===== src/rtl/sensor_ctrl.sv =====
// Sensor capture controller: fills a DEPTH-word buffer from the sensor, raises a
// level interrupt when full, and serves registered CPU reads by word index.
module sensor_ctrl #(
  parameter int DEPTH = 64,
  parameter int AW    = 6
) (
  input  logic          clk,
  input  logic          rst,
  input  logic          sensor_ready,
  input  logic [31:0]   sensor_out,
  output logic          sensor_en,
  input  logic          sctrl_en,
  input  logic          sctrl_clear,
  input  logic [AW-1:0] sctrl_addr,
  output logic          sctrl_interrupt,
  output logic [31:0]   sctrl_out
);

  typedef enum logic [1:0] {
    IDLE = 2'd0,
    FILL = 2'd1,
    FULL = 2'd2
  } state_e;

  state_e        state_q, state_d;
  logic [AW-1:0] cnt_q, cnt_d;
  logic [31:0]   mem_q [DEPTH];
  logic [31:0]   rd_q;
  logic          wr_en;

  // The write is gated by sensor_ready, so an X sensor bus never reaches mem.
  assign sensor_en       = (state_q == FILL) & sctrl_en & ~sctrl_clear;
  assign wr_en           = sensor_en & sensor_ready;
  assign sctrl_interrupt = (state_q == FULL);
  assign sctrl_out       = rd_q;

  always_ff @(posedge clk or posedge rst) begin
    if (rst) begin
      state_q <= IDLE;
      cnt_q   <= '0;
    end else begin
      state_q <= state_d;
      cnt_q   <= cnt_d;
    end
  end

  always_comb begin
    state_d = state_q;
    cnt_d   = cnt_q;
    if (sctrl_clear) begin
      cnt_d   = '0;
      state_d = sctrl_en ? FILL : IDLE;
    end else begin
      case (state_q)
        IDLE: if (sctrl_en) state_d = FILL;
        FILL: begin
          if (!sctrl_en) begin
            state_d = IDLE;
          end else if (wr_en) begin
            // cnt wraps to 0 on the write that fills the last slot.
            cnt_d = cnt_q + AW'(1);
            if (cnt_q == AW'(DEPTH - 1)) state_d = FULL;
          end
        end
        FULL:    state_d = FULL;
        default: state_d = IDLE;
      endcase
    end
  end

  always_ff @(posedge clk or posedge rst) begin
    if (rst) begin
      for (int i = 0; i < DEPTH; i++) mem_q[i] <= '0;
    end else if (wr_en) begin
      mem_q[cnt_q] <= sensor_out;
    end
  end

  // Registered read; a same-cycle write to the addressed slot returns old data.
  always_ff @(posedge clk or posedge rst) begin
    if (rst) rd_q <= '0;
    else     rd_q <= mem_q[sctrl_addr];
  end

endmodule


===== config.mk =====
export PLATFORM = sky130hd
export DESIGN_NAME = sensor_ctrl
export DESIGN_NICKNAME = d
export VERILOG_FILES = /design/src/rtl/sensor_ctrl.sv
export SDC_FILE = /design/constraint.sdc
export NUM_CORES = 2
export LEC_CHECK = 0
export ABC_AREA = 1
export ABC_CLOCK_PERIOD_IN_PS = 131800
export CAP_MARGIN = 20
export CELL_PAD_IN_SITES_DETAIL_PLACEMENT = 2
export CELL_PAD_IN_SITES_GLOBAL_PLACEMENT = 2
export CORE_MARGIN = 4
export CORE_UTILIZATION = 32
export CTS_CLUSTER_DIAMETER = 40
export DETAILED_ROUTE_END_ITERATION = 12
export PLACE_DENSITY_LB_ADDON = 0.1
export SYNTH_ARGS = -nofsm -noshare
export SYNTH_HDL_FRONTEND = slang
export SYNTH_SLANG_ARGS = --single-unit

===== constraint.sdc =====
create_clock -name clk -period 131.8 [get_ports clk]
set_clock_uncertainty 0.1 [all_clocks]
set_input_delay 26.36 -clock clk [delete_from_list [all_inputs] [get_ports clk]]
set_output_delay 26.36 -clock clk [all_outputs]
set_load 0.02 [all_outputs]

# ---- Word level (Yosys, flattened, before mapping)
# Cells that the tools add are included.
dict set report op_classes {
  addsub 1
  magnitude_cmp 3
  eq_ne 6
  mux 17
  n_bitwise 6
  reduce_logical 7
}
# cell count
set op_table {}
lappend op_table {{$bwmux 2048} 1}
lappend op_table {{$bmux 32 s6} 1}
lappend op_table {{$demux 32 s6} 1}
lappend op_table {{$mux 32} 3}
lappend op_table {{$mux 6} 4}
lappend op_table {{$ge 7x7->1 const B} 2}
lappend op_table {{$not 6->7} 2}
lappend op_table {{$mux 2} 5}
lappend op_table {{$lt 7x1->1 const B} 1}
lappend op_table {{$add 6x1->6 const B} 1}
lappend op_table {{$eq 6x6->1 const B} 1}
lappend op_table {{$pmux 2 s3} 1}
lappend op_table {{$reduce_and 3->1} 2}
lappend op_table {{$reduce_bool 2->1} 3}
lappend op_table {{$ne 4x3->1 const B} 1}
lappend op_table {{$ne 4x4->1 const B} 1}
lappend op_table {{$and 1x1->1} 3}
lappend op_table {{$ne 3x3->1 const B} 1}
lappend op_table {{$eq 2x1->1 const B} 1}
lappend op_table {{$eq 2x2->1 const B} 1}
lappend op_table {{$logic_not 2->1} 1}
lappend op_table {{$logic_and 1x1->1} 1}
lappend op_table {{$mux 1} 1}
lappend op_table {{$not 1->1} 1}
dict set report totals {
  ff_bits 2088
  inputBits 43
  output_inout_bits 34
  elab_cells 107
}

# ---- Longest topological paths before layout
dict set report logic_depth {
  depth_word 8
  ltp_mapped 13
  depth_no_buf 9
}

# ---- Least setup slack after synthesis
# OpenSTA, ideal clock, no wires.
dict set report synth_path {
  kind {input port to output port}
  startpoint {in sctrl_en}
  endpoint {out sensor_en}
  arrival_ns 26.721
  required_ns 105.340
  path_slack_ns 78.619
  stages 2
  path_buffers 0
  cell_sequence {nand2_1 > nor3_4}
}
dict set report synth_between {
  elab_chain_cells 2
}
# item line
set synth_lines {}
lappend synth_lines {{start: declaration} 12} ;# input logic sctrl_en,
lappend synth_lines {{$and 1x1->1 (2 in series)} 32} ;# assign sensor_en = (state_q == FILL) & sctrl_en & ~sctrl_clear;
lappend synth_lines {{end: declaration} 11} ;# output logic sensor_en,
# Every way passes these cells.

# ---- Final worst setup path
# Same ends and word-level chain as after synthesis.

==> qor_table.md <==
| Metric | This run |
|:---|:---|
| Status | finished, final reports clean |
| Port bufs | 76 |
| Final total negative setup slack | 0 ps |
| Vias per Instance | 5.432 |
| Number of standard-cell rows in the floorplan | 197 |
| Core region area | 288900 um^2 |
| Area growth syn-to-layout | 21.12% |
| Total via count in the routed design | 84220 |
| Category of cells accounting for the largest share of critical-path delay | buffers and inverters |
| Filler Cell Count | 31600 |
| Final WL | 393500 um |
| Total design power | 0.001953 W |
| Setup WS post-layout | 77380 ps |
| Remaining antenna violation count after routing | 0 |
| Main flop type after synthesis | sky130_fd_sc_hd__dfrtp_1 |
| Dpl ws | 77390 ps |
| Hold buffer count at CTS | 0 |
| Global route total overflow | 0 |
| Initial standard-cell utilization of the core | 32.24% |
| Avg Inst Size Synth | 8.057 um^2 |
| Proportion of register bits with asynchronous set or reset after synthesis | 100.0% |
| Post-layout net count | 11260 |
| Fraction of the cycle the final worst path needs | 41.29% |
| Routed length per instance | 25.39 um |
| # DRC | 0 |
| Final number of hold-violating endpoints | 0 |
| Maximum buffer depth of the clock tree | 4 |
| Category of the worst setup path capture point | output port |
| Combined area of all synthesized cells | 93130 um^2 |
| Register clock-pin slew on the reported worst setup and hold paths | 50 ps |
| Max-slew headroom | 23.26% |
| Largest stage delay, worst path | 670 ps |
| Total of cells resized after clock tree synthesis | 0 |
| Sequential fraction of the synthesis area | 56.10% |
| I/O pin count | 77 |
| Number of enable-type register cells in the synthesized netlist | 0 |
| Die span in x | 547.5 um |
| Critical Path Fanout Max | 4 |
| Leakage power of the design | 50.06 nW |
| Max-cap viol count | 0 |
| Root buffer cell | sky130_fd_sc_hd__clkbuf_16 |
| Worst slew pin tran | 1151 ps |
| Library cell appearing most often on the critical path | sky130_fd_sc_hd__clkdlybuf4s50_1 |
| Highest clock rate | 0.01838 GHz |
| Post-synth net total | 11600 |
| Number of buffers created by CTS | 443 |
| Share of final-layout standard cells stronger than drive strength 1 | 9.246% |
| Clk Latency, worst-skew pair | 940 ps |
| Maximum resistive drop on vdd | 0.01158 mV |
| Critical setup path kind | input pin to output port |
| Critical path startpoint category | input pin |
| Initial antenna violation count | 14 |
| R2R Setup Slk | 127980 ps |
| Worst Hold Class | register to register |
| Synthesis-stage register bit count | 2088 |
| Wire length of the first global-routing pass | 603400 um |
| Chip Height | 547.5 um |
| Synthesized instance count | 11560 |
| Max Slew Vio Count | 0 |
| Minimum clock period | 54420 ps |
| Unrepaired setup endpoints after global routing | no |
| Largest net degree at the start of global routing | 171 |
| Final Setup Violations | 0 |
| CTS tree | yes |
| Slowest stage cell, crit path | sky130_fd_sc_hd__clkdlybuf4s50_1 |
| Postcts setup bufs | 0 |
| Depth of the CTS H-tree | 5 |
| Pwr dens | 17.31 nW/um^2 |
| Die area | 299700 um^2 |
| Via count of the first global-routing pass | 95010 |
| Cell-by-cell listing of the critical path | clkdlybuf4s50_1 -> nand2_1 -> nor3_4 -> clkdlybuf4s50_1 |
| Clock Sink Count | 2088 |
| CP arrival | 27960 ps |
| Crit path required time | 105340 ps |
| Area after DPL | 96530 um^2 |
| Global placer's final weighted congestion | 0.7530 |
| Area of all placed cells without fillers | 112800 um^2 |
| Detail Placement HPWL | 202400 um |
| Total GRT Usage | 25.91% |
| Core Util, Final | 39.05% |
| Buffers and inverters on the worst path | 2 |
| Iteration-0 DRC count of the detailed router | 4782 |
| Count of different cell masters after synthesis | 29 |
| Drt pass-1 iters | 5 |
| Synth warnings | 0 |
[logic make-up after synthesis]
kind of cell	Yosys count	share of synthesized area, %
flip-flops	2088	56.10
AO/OA/AOI/OAI	2060	11.08
XOR/XNOR	2	0.01881
adder cells (fa/ha/maj)	1	0.01343
buffers and inverters	1082	4.390
AND/OR/NAND/NOR	6326	28.40
[Yosys cell counts (all sizes together) (2+ instances only)]
library cell  count  area share (%)
a21oi             2           0.011
buf              91            0.40
clkbuf          939             3.8
clkinv           37            0.15
dfrtp          2088              56
inv              15           0.060
nand2          4413              18
nand3          1878              10
nand4             8           0.067
nor2              7           0.031
nor3             12            0.11
nor4              8            0.18
o21ai          2054              11
o22ai             3           0.020
[final cells by class]
type,instances,area (um^2),area share (%)
Clock inverter,263,3772,3.344
Multi-Input combinational cell,8389,37050,32.84
Tap cell,3880,4855,4.304
Timing Repair Buffer,246,2247,1.992
Inverter,52,235.2,0.2085
Sequential cell,2088,52250,46.32
Clock buffer,567,12350,10.95
Antenna cell,18,45.04,0.03993
[path summary, 6_finish.rpt]
kind	from	end	depth (start not counted)
min reg2reg	mem_q[1646]	mem_q[1646]	2
max reg2reg	cnt_q[2]	mem_q[1386]	6
min	mem_q[1646]	mem_q[1646]	2
max	sctrl_en	sensor_en	4
max in group asynchronous	rst	mem_q[1823]	7
min in group asynchronous	rst	mem_q[1801]	2
[cells in the final DEF, fill, tap and decap left out, drive strengths merged]
cell           count
ha                 1
nor4               8
clkbuf           567
nand4              8
o32ai              1
nor3              12
o21ai           2054
inv               66
xnor2              1
buf              176
diode             18
xor2               1
nor2               7
clkinvlp          51
nand2           4413
clkdlybuf4s50     70
a21oi              2
dfrtp           2088
nand3           1878
clkinv           122
o22ai              3
bufinv            76
[through the flow]
step                      instances  hold slack, ps
after floorplan               11560           352.9
after global placement        14650           364.8
after detailed placement      14650           373.0
after CTS                     15480           385.1
after global routing          15500           402.5
final                         15500           379.4
[layer usage]
layer / vias to the layer above / wire length (um) / track usage [%]
met5: - / 0 / 0
met4: 0 / 9731 / 6.992
met3: 565 / 13570 / 2.849
met2: 1413 / 189600 / 44.57
met1: 44700 / 180600 / 34.64
li1: 37540 / - / -
[tightest hold or removal path, cell delays in order (launching register included)]
cell,delay [ps]
sky130_fd_sc_hd__dfrtp_1,340
sky130_fd_sc_hd__nand2_1,50
sky130_fd_sc_hd__o21ai_0,50
[power by group]
| group | internal (W) | leakage, nW | switching [W] | total [W] |
|---|---|---|---|---|
| clock network | 0.000809 | 7.80 | 0.000389 | 0.00120 |
| registers | 0.000650 | 29.1 | 0.00000446 | 0.000654 |
| logic | 0.0000202 | 13.2 | 0.0000802 | 0.000100 |
| total | 0.00148 | 50.1 | 0.000474 | 0.00195 |
[registers in the layout, summed over array words and instances, names as in the netlist]
register and count:
sctrl_out 32, state_q 2, cnt_q 6, mem_q 2048
(Power assumes the default switching activity.)
